==> config.mk <==
export PLATFORM = sky130hd
export DESIGN_NAME = usb3_scrambler_gen
export DESIGN_NICKNAME = d
export VERILOG_FILES = /design/src/rtl/usb3_pkg.sv /design/src/rtl/usb3_scram_lane.sv /design/src/rtl/usb3_scrambler_gen.sv
export SDC_FILE = /design/constraint.sdc
export NUM_CORES = 1
export LEC_CHECK = 0
export BUFFER_PORTS_ARGS = -buffer_cell sky130_fd_sc_hd__buf_2
export CORE_ASPECT_RATIO = 0.9
export CORE_UTILIZATION = 40
export CTS_CLUSTER_DIAMETER = 60
export DETAILED_ROUTE_END_ITERATION = 10
export PLACE_DENSITY = 0.69
export SLEW_MARGIN = 20
export SYNTH_ARGS = -nofsm -noshare
export SYNTH_HDL_FRONTEND = slang
export SYNTH_HIERARCHICAL = 1
export SYNTH_SLANG_ARGS = --single-unit
==> constraint.sdc <==
create_clock -name clock -period 6.6 [get_ports clock]
set_input_delay 0 -clock clock [delete_from_list [all_inputs] [get_ports clock]]
set_output_delay 0 -clock clock [all_outputs]
set_load 0.02 [all_outputs]
==> src/rtl/usb3_pkg.sv <==
// Shared constants, symbol classification and the byte-wide LFSR advance
// for the USB 3.0 scrambler.
package usb3_pkg;

    localparam logic [7:0]  K_COM     = 8'hBC;
    localparam logic [7:0]  K_SKP     = 8'h3C;
    localparam logic [15:0] LFSR_POLY = 16'h0039;
    localparam logic [15:0] LFSR_SEED = 16'hFFFF;

    typedef enum logic [1:0] {
        SYM_DATA,
        SYM_COM,
        SYM_SKP,
        SYM_KOTHER
    } sym_kind_e;

    // Eight Galois steps of x^16+x^5+x^4+x^3+1; unrolls into a flat XOR matrix.
    function automatic logic [15:0] lfsr_adv8(input logic [15:0] state);
        logic [15:0] s;
        s = state;
        for (int n = 0; n < 8; n++) begin
            s = {s[14:0], 1'b0} ^ (s[15] ? LFSR_POLY : 16'h0000);
        end
        return s;
    endfunction

    function automatic sym_kind_e sym_classify(input logic k, input logic [7:0] b);
        if (!k) begin
            return SYM_DATA;
        end
        if (b == K_COM) begin
            return SYM_COM;
        end
        if (b == K_SKP) begin
            return SYM_SKP;
        end
        return SYM_KOTHER;
    endfunction

endpackage

==> src/rtl/usb3_scram_lane.sv <==
// One byte lane of the scrambler: applies the keystream to D symbols and
// works out the LFSR state handed on to the next lane.
module usb3_scram_lane
    import usb3_pkg::*;
(
    input  logic [15:0] state_in,
    input  logic [7:0]  byte_in,
    input  logic        k,
    input  logic        dis,
    input  logic [15:0] seed,
    output logic [7:0]  byte_out,
    output logic [15:0] state_out
);

    sym_kind_e   w_kind;
    logic [7:0]  w_key;
    logic [15:0] w_adv;

    assign w_kind = sym_classify(k, byte_in);
    assign w_adv  = lfsr_adv8(state_in);

    // Keystream bit i comes from state bit 15-i of the pre-advance state.
    always_comb begin
        w_key = 8'h00;
        for (int i = 0; i < 8; i++) begin
            w_key[i] = state_in[15-i];
        end
    end

    // Bypass only affects the data path; the state chain behaves identically.
    always_comb begin
        byte_out  = byte_in;
        state_out = w_adv;
        case (w_kind)
            SYM_COM:    state_out = seed;
            SYM_SKP:    state_out = state_in;
            SYM_KOTHER: state_out = w_adv;
            default: begin
                if (!dis) begin
                    byte_out = byte_in ^ w_key;
                end
            end
        endcase
    end

endmodule

==> src/rtl/usb3_scrambler_gen.sv <==
// USB 3.0 PIPE scrambler/descrambler: DATA_W/8 lanes chained through one
// LFSR per clock, with a single registered output stage.
module usb3_scrambler_gen
    import usb3_pkg::*;
#(
    parameter int          DATA_W = 32,
    parameter logic [15:0] SEED   = LFSR_SEED
) (
    input  logic                clock,
    input  logic                reset,
    input  logic [DATA_W-1:0]   data_in,
    input  logic [DATA_W/8-1:0] datak_in,
    input  logic                in_valid,
    input  logic                scram_rst,
    input  logic                scram_dis,
    output logic [DATA_W-1:0]   data_out,
    output logic [DATA_W/8-1:0] datak_out,
    output logic                out_valid
);

    localparam int L = DATA_W / 8;

    logic [L:0][15:0]   w_state;
    logic [DATA_W-1:0]  w_data;

    logic [15:0]        r_lfsr;
    logic [DATA_W-1:0]  r_data;
    logic [L-1:0]       r_datak;
    logic               r_valid;

    assign w_state[0] = scram_rst ? SEED : r_lfsr;

    for (genvar g = 0; g < L; g++) begin : g_lane
        usb3_scram_lane u_lane (
            .state_in  (w_state[g]),
            .byte_in   (data_in[g*8 +: 8]),
            .k         (datak_in[g]),
            .dis       (scram_dis),
            .seed      (SEED),
            .byte_out  (w_data[g*8 +: 8]),
            .state_out (w_state[g+1])
        );
    end

    // An idle cycle holds everything except that scram_rst may still reload the seed.
    always_ff @(posedge clock) begin
        if (reset) begin
            r_lfsr  <= SEED;
            r_data  <= '0;
            r_datak <= '0;
            r_valid <= 1'b0;
        end else if (in_valid) begin
            r_lfsr  <= w_state[L];
            r_data  <= w_data;
            r_datak <= datak_in;
            r_valid <= 1'b1;
        end else begin
            r_valid <= 1'b0;
            if (scram_rst) begin
                r_lfsr <= SEED;
            end
        end
    end

    assign data_out  = r_data;
    assign datak_out = r_datak;
    assign out_valid = r_valid;

endmodule

======== Word level (Yosys, flattened, before mapping) ========
Cells that the tools add are included.
cells by class
  equal/unequal tests ..................... 20
  mux-type cells .......................... 91
  bitwise logic cells ..................... 36
  reduce and logical (&&, ||, !) cells .... 4
operator list
  operator                                       count
  XOR 16 bit                                     32
  2-to-1 mux 6 bit                               32
  case mux 16 bit (2 select lines)               4
  2-to-1 mux 8 bit                               8
  2-to-1 mux 2 bit                               24
  == test 8 x 6 -> 1 bit, second input constant  4
  == test 8 bit, second input constant           4
  2-to-1 mux 16 bit                              2
  XOR 8 bit                                      4
  2-to-1 mux 1 bit                               21
  == test 2 bit, second input constant           8
  OR reduction 3 bit                             4
  == test 2 x 1 -> 1 bit, second input constant  4
storage, ports and cells
  flip-flop bits (word level) ............. 53
  input bits .............................. 41
  output and inout bits ................... 37
  logic and storage cells ................. 155

======== Depth between registers and ports, before layout ========
  depth after elaboration ................. 70
  mapped depth ............................ 19
  depth with buffers taken out ............ 15

======== Hierarchy ========
Netlist, hierarchy kept.
by module, submodules not included
  module              instances  cells each  area an instance (um^2)  sequential area each (um^2)
  usb3_scram_lane     4          78          705.7                    0.0
  usb3_scrambler_gen  1          207         2107.0                   1061.0

======== Worst setup path after synthesis ========
No wires, ideal clock.
  path kind ............................... input -> register
  from .................................... input port scram_rst
  to ...................................... register r_lfsr[10]
  library setup time ...................... 0.120 ns
  arrival time ............................ 3.381 ns
  data required time ...................... 6.480 ns
  setup slack ............................. 3.100 ns
  cell stages on the path ................. 19
  path buffers ............................ 6
  path through ............................ buf_2 -> buf_4 -> nor2_1 -> inv_1 -> clkbuf_1 -> mux2_2 -> mux2_2 -> clkbuf_1 -> mux2_2 -> mux2_2 -> clkbuf_1 -> mux2_2 -> mux2_2 -> clkbuf_1 -> xnor2_1 -> xnor2_1 -> mux2_2 -> nor3b_2 -> a21oi_2
RTL lines
  what                    line                      RTL
  start: declaration      usb3_scrambler_gen.sv:14  input logic scram_rst,
  end signal: assignment  usb3_scrambler_gen.sv:53  r_lfsr <= w_state[L];
  end: declaration        usb3_scrambler_gen.sv:26  logic [15:0] r_lfsr;

==> flow_metrics.env <==
export IMPL_worstSetupPathType="in -> reg"
export IMPL_grt_pass1_vias=3692
export IMPL_drt_total_wl_mm=11.66
export IMPL_finalNonFillerCells=793
export IMPL_synth_cell_types=26
export IMPL_syn_inst=519
export IMPL_final_max_slew_viol_count=0
export IMPL_holdCritStartpoint="datak_in[3]"
export IMPL_gr_total_overflow=0
export IMPL_cts_max_level=2
export IMPL_start_kind="input port"
export IMPL_drc=0
export IMPL_setup_tns_final_ns=0
export IMPL_syn_area_um2=4930
export IMPL_fin_util_pct=46.88
export IMPL_clock_fmax_mhz=254.2
export IMPL_worstMarginPinSlew_ns=0.7748
export IMPL_crit_path_end_kind="flip-flop"
export IMPL_placed_area_um2=5470
export IMPL_viasPerCell=4.710
export IMPL_setup_viol=0
export IMPL_cts_resized=0
export IMPL_fin_crit_sh_pct=59.60
export IMPL_p_total_mw=3.150
export IMPL_status="completed"
export IMPL_num_vias=3735
export IMPL_row_count=38
export IMPL_arrival_ns=4.11
export IMPL_coreArea_um2=12030
export IMPL_synth_warnings=6
export IMPL_crit_start="data_in[6]"
export IMPL_num_antenna_cells=0
export IMPL_ys_ff_latch=53
export IMPL_start_util_pct=40.98
export IMPL_grt_max_degree=55
export IMPL_hold_buffers=0
export IMPL_pre_cts_ws_ns=2.111
export IMPL_final_hold_viol_count=0
export IMPL_finClkSkew_ns=0.004716
export IMPL_port_buffer_count=77
export IMPL_maxCapViolCount=0
export IMPL_fin_area_um2=5639
export IMPL_antenna_found_initial=0
export IMPL_clk_pin_slew_worst_paths_ns=0.07
export IMPL_post_dp_hpwl_mm=8.894
export IMPL_power_density_nw_per_um2=558.5
export IMPL_holdCritPathClass="in -> reg"
export IMPL_grt_total_usage_pct=18.91
export IMPL_rsz0062_at_grt="false"
export IMPL_antenna_left=0
export IMPL_grt_pass1_wl_mm=18.84
export IMPL_relSlewSlack_pct=48.35
export IMPL_gp_congestion=0.8673
export IMPL_cts_tree="built"
export IMPL_cp_required_ns=6.77
export IMPL_die_x_um=119.0
export IMPL_synth_seq_area_share_pct=21.52
export IMPL_fin_hold_ws_ns=0.007684
export IMPL_ios=78
export IMPL_clkSinkCount=53
export IMPL_die_y_um=107.3
export IMPL_r2r_start="r_lfsr[15]$_SDFF_PP1_"
export IMPL_cts_buffer_depth=2
export IMPL_setup_ws_ns=2.667
export IMPL_nets=673
export IMPL_fin_crit_ns=3.933
export IMPL_cts_setup_buffers=0
export IMPL_p_leak_nw=2.361
export IMPL_die_area_um2=12770
export IMPL_drt_iter0_drc=170
export IMPL_place_inst=783
export IMPL_syn_avg_cell_area_um2=9.499
export IMPL_clock_latency_ns=0.30
export IMPL_dr_pass1_iters=4
export IMPL_drive_gt1_share_pct=26.38
export IMPL_wl_per_cell_um=14.71
export IMPL_path_max_fanout=9
export IMPL_cts_made_buffers=5
export IMPL_ir_drop_mv=0.2712
export IMPL_cts_root_buf="clkbuf_16"
export IMPL_syn_to_final_growth_pct=14.39
==> cells by family (layout without fill, tap and decap cells) <==
| kind of cell | after synthesis | count (layout) | synth area share, % |
|---|---|---|---|
| other cells | 1 | 64 | 0.07607 |
| compound gates | 16 | 16 | 2.005 |
| xor+xnor | 112 | 112 | 19.90 |
| mux | 164 | 164 | 35.03 |
| buf+inv | 55 | 106 | 7.386 |
| flops | 53 | 53 | 21.52 |
| simple gates | 118 | 118 | 14.09 |
==> cells in the mapped netlist <==
library cell | number | area [µm²]
nor4_4 | 4 | 85.08
clkbuf_1 | 15 | 56.30
xnor2_1 | 104 | 910.9
nor2b_1 | 1 | 6.260
mux2_4 | 4 | 60.06
nor2_1 | 55 | 206.5
nand4b_4 | 4 | 95.09
xor2_1 | 8 | 70.07
mux2i_1 | 108 | 1081
buf_8 | 5 | 75.07
nor3b_2 | 6 | 75.07
buf_4 | 3 | 22.52
nor3b_1 | 9 | 67.56
or2_2 | 1 | 6.260
nand2_1 | 36 | 135.1
nor2_4 | 1 | 11.26
nor4_1 | 1 | 6.260
buf_12 | 3 | 60.06
mux2_2 | 52 | 585.6
buf_2 | 9 | 45.04
conb_1 | 1 | 3.750
a21oi_2 | 5 | 43.79
dfxtp_1 | 53 | 1061
buf_6 | 4 | 45.04
inv_1 | 16 | 60.06
a21oi_1 | 11 | 55.05
==> power breakdown <==
part	internal (mW)	total, mW	switching [mW]	leakage [nW]
registers	0.384	0.405	0.0212	0.438
clock network	0.141	0.268	0.128	0.0621
logic	1.14	2.48	1.34	1.86
total	1.66	3.15	1.49	2.36
==> layout by cell type, fill, tap and decap left out, types with 3 or more instances in the layout <==
cell type,count
mux2i_1,108
nor2_1,55
xnor2_1,104
xor2_1,8
nand4b_4,4
clkbuf_16,5
mux2_2,52
buf_4,5
buf_2,76
nand2_1,36
a21oi_1,11
a21oi_2,5
nor4_4,4
inv_1,16
nor3b_2,6
dfxtp_1,53
mux2_4,4
clkinvlp_4,3
nor3b_1,9
conb_1,64
==> state kept, by name (all words and copies together), names as in the netlist <==
name,cells
data_out,32
r_lfsr,16
out_valid,1
datak_out,4
==> layer usage <==
layer | part of all wire, % | track usage, % | vias up | routed length [µm]
met3 | 5.5 | 3.390 | 10 | 636
li1 | - | - | 1887 | -
met5 | 0 | 0 | - | 0
met4 | 1.3 | 4.882 | 0 | 148
met2 | 45 | 30.73 | 89 | 5286
met1 | 48 | 25.67 | 1749 | 5593
==> path summary, 6_finish.rpt <==
path / depth (start not counted) / slack, ns / end
setup reg to reg: 14 / 2.69 / r_lfsr[7]$_SDFF_PP1_
setup / recovery: 15 / 2.67 / r_lfsr[4]$_SDFF_PP1_
hold / removal: 3 / 0.008 / datak_out[3]$_SDFFE_PP0P_
hold reg to reg: 2 / 0.49 / data_out[12]$_SDFFE_PP0P_
==> layout make-up <==
| type | instances | area, µm² |
|---|---|---|
| fill | 1202 | 6390 |
| multi-input combinational | 474 | 3741 |
| sequential | 53 | 1061 |
| timing repair buffer | 82 | 429.2 |
| tap | 160 | 200.2 |
| clock buffer | 5 | 125.1 |
| inverter | 16 | 60.06 |
| clock inverter | 3 | 22.52 |
==> worst max-delay path, cell delays in order <==
cell,delay [ns]
buf_2,0.11
nand4b_4,0.17
nor4_4,0.61
buf_6,0.24
mux2i_1,0.53
mux2i_1,0.15
mux2i_1,0.59
xnor2_1,0.24
xnor2_1,0.19
mux2i_1,0.49
xnor2_1,0.25
xor2_1,0.17
mux2i_1,0.08
nor3b_1,0.20
a21oi_1,0.07
Power figures use the tool's default switching activity.
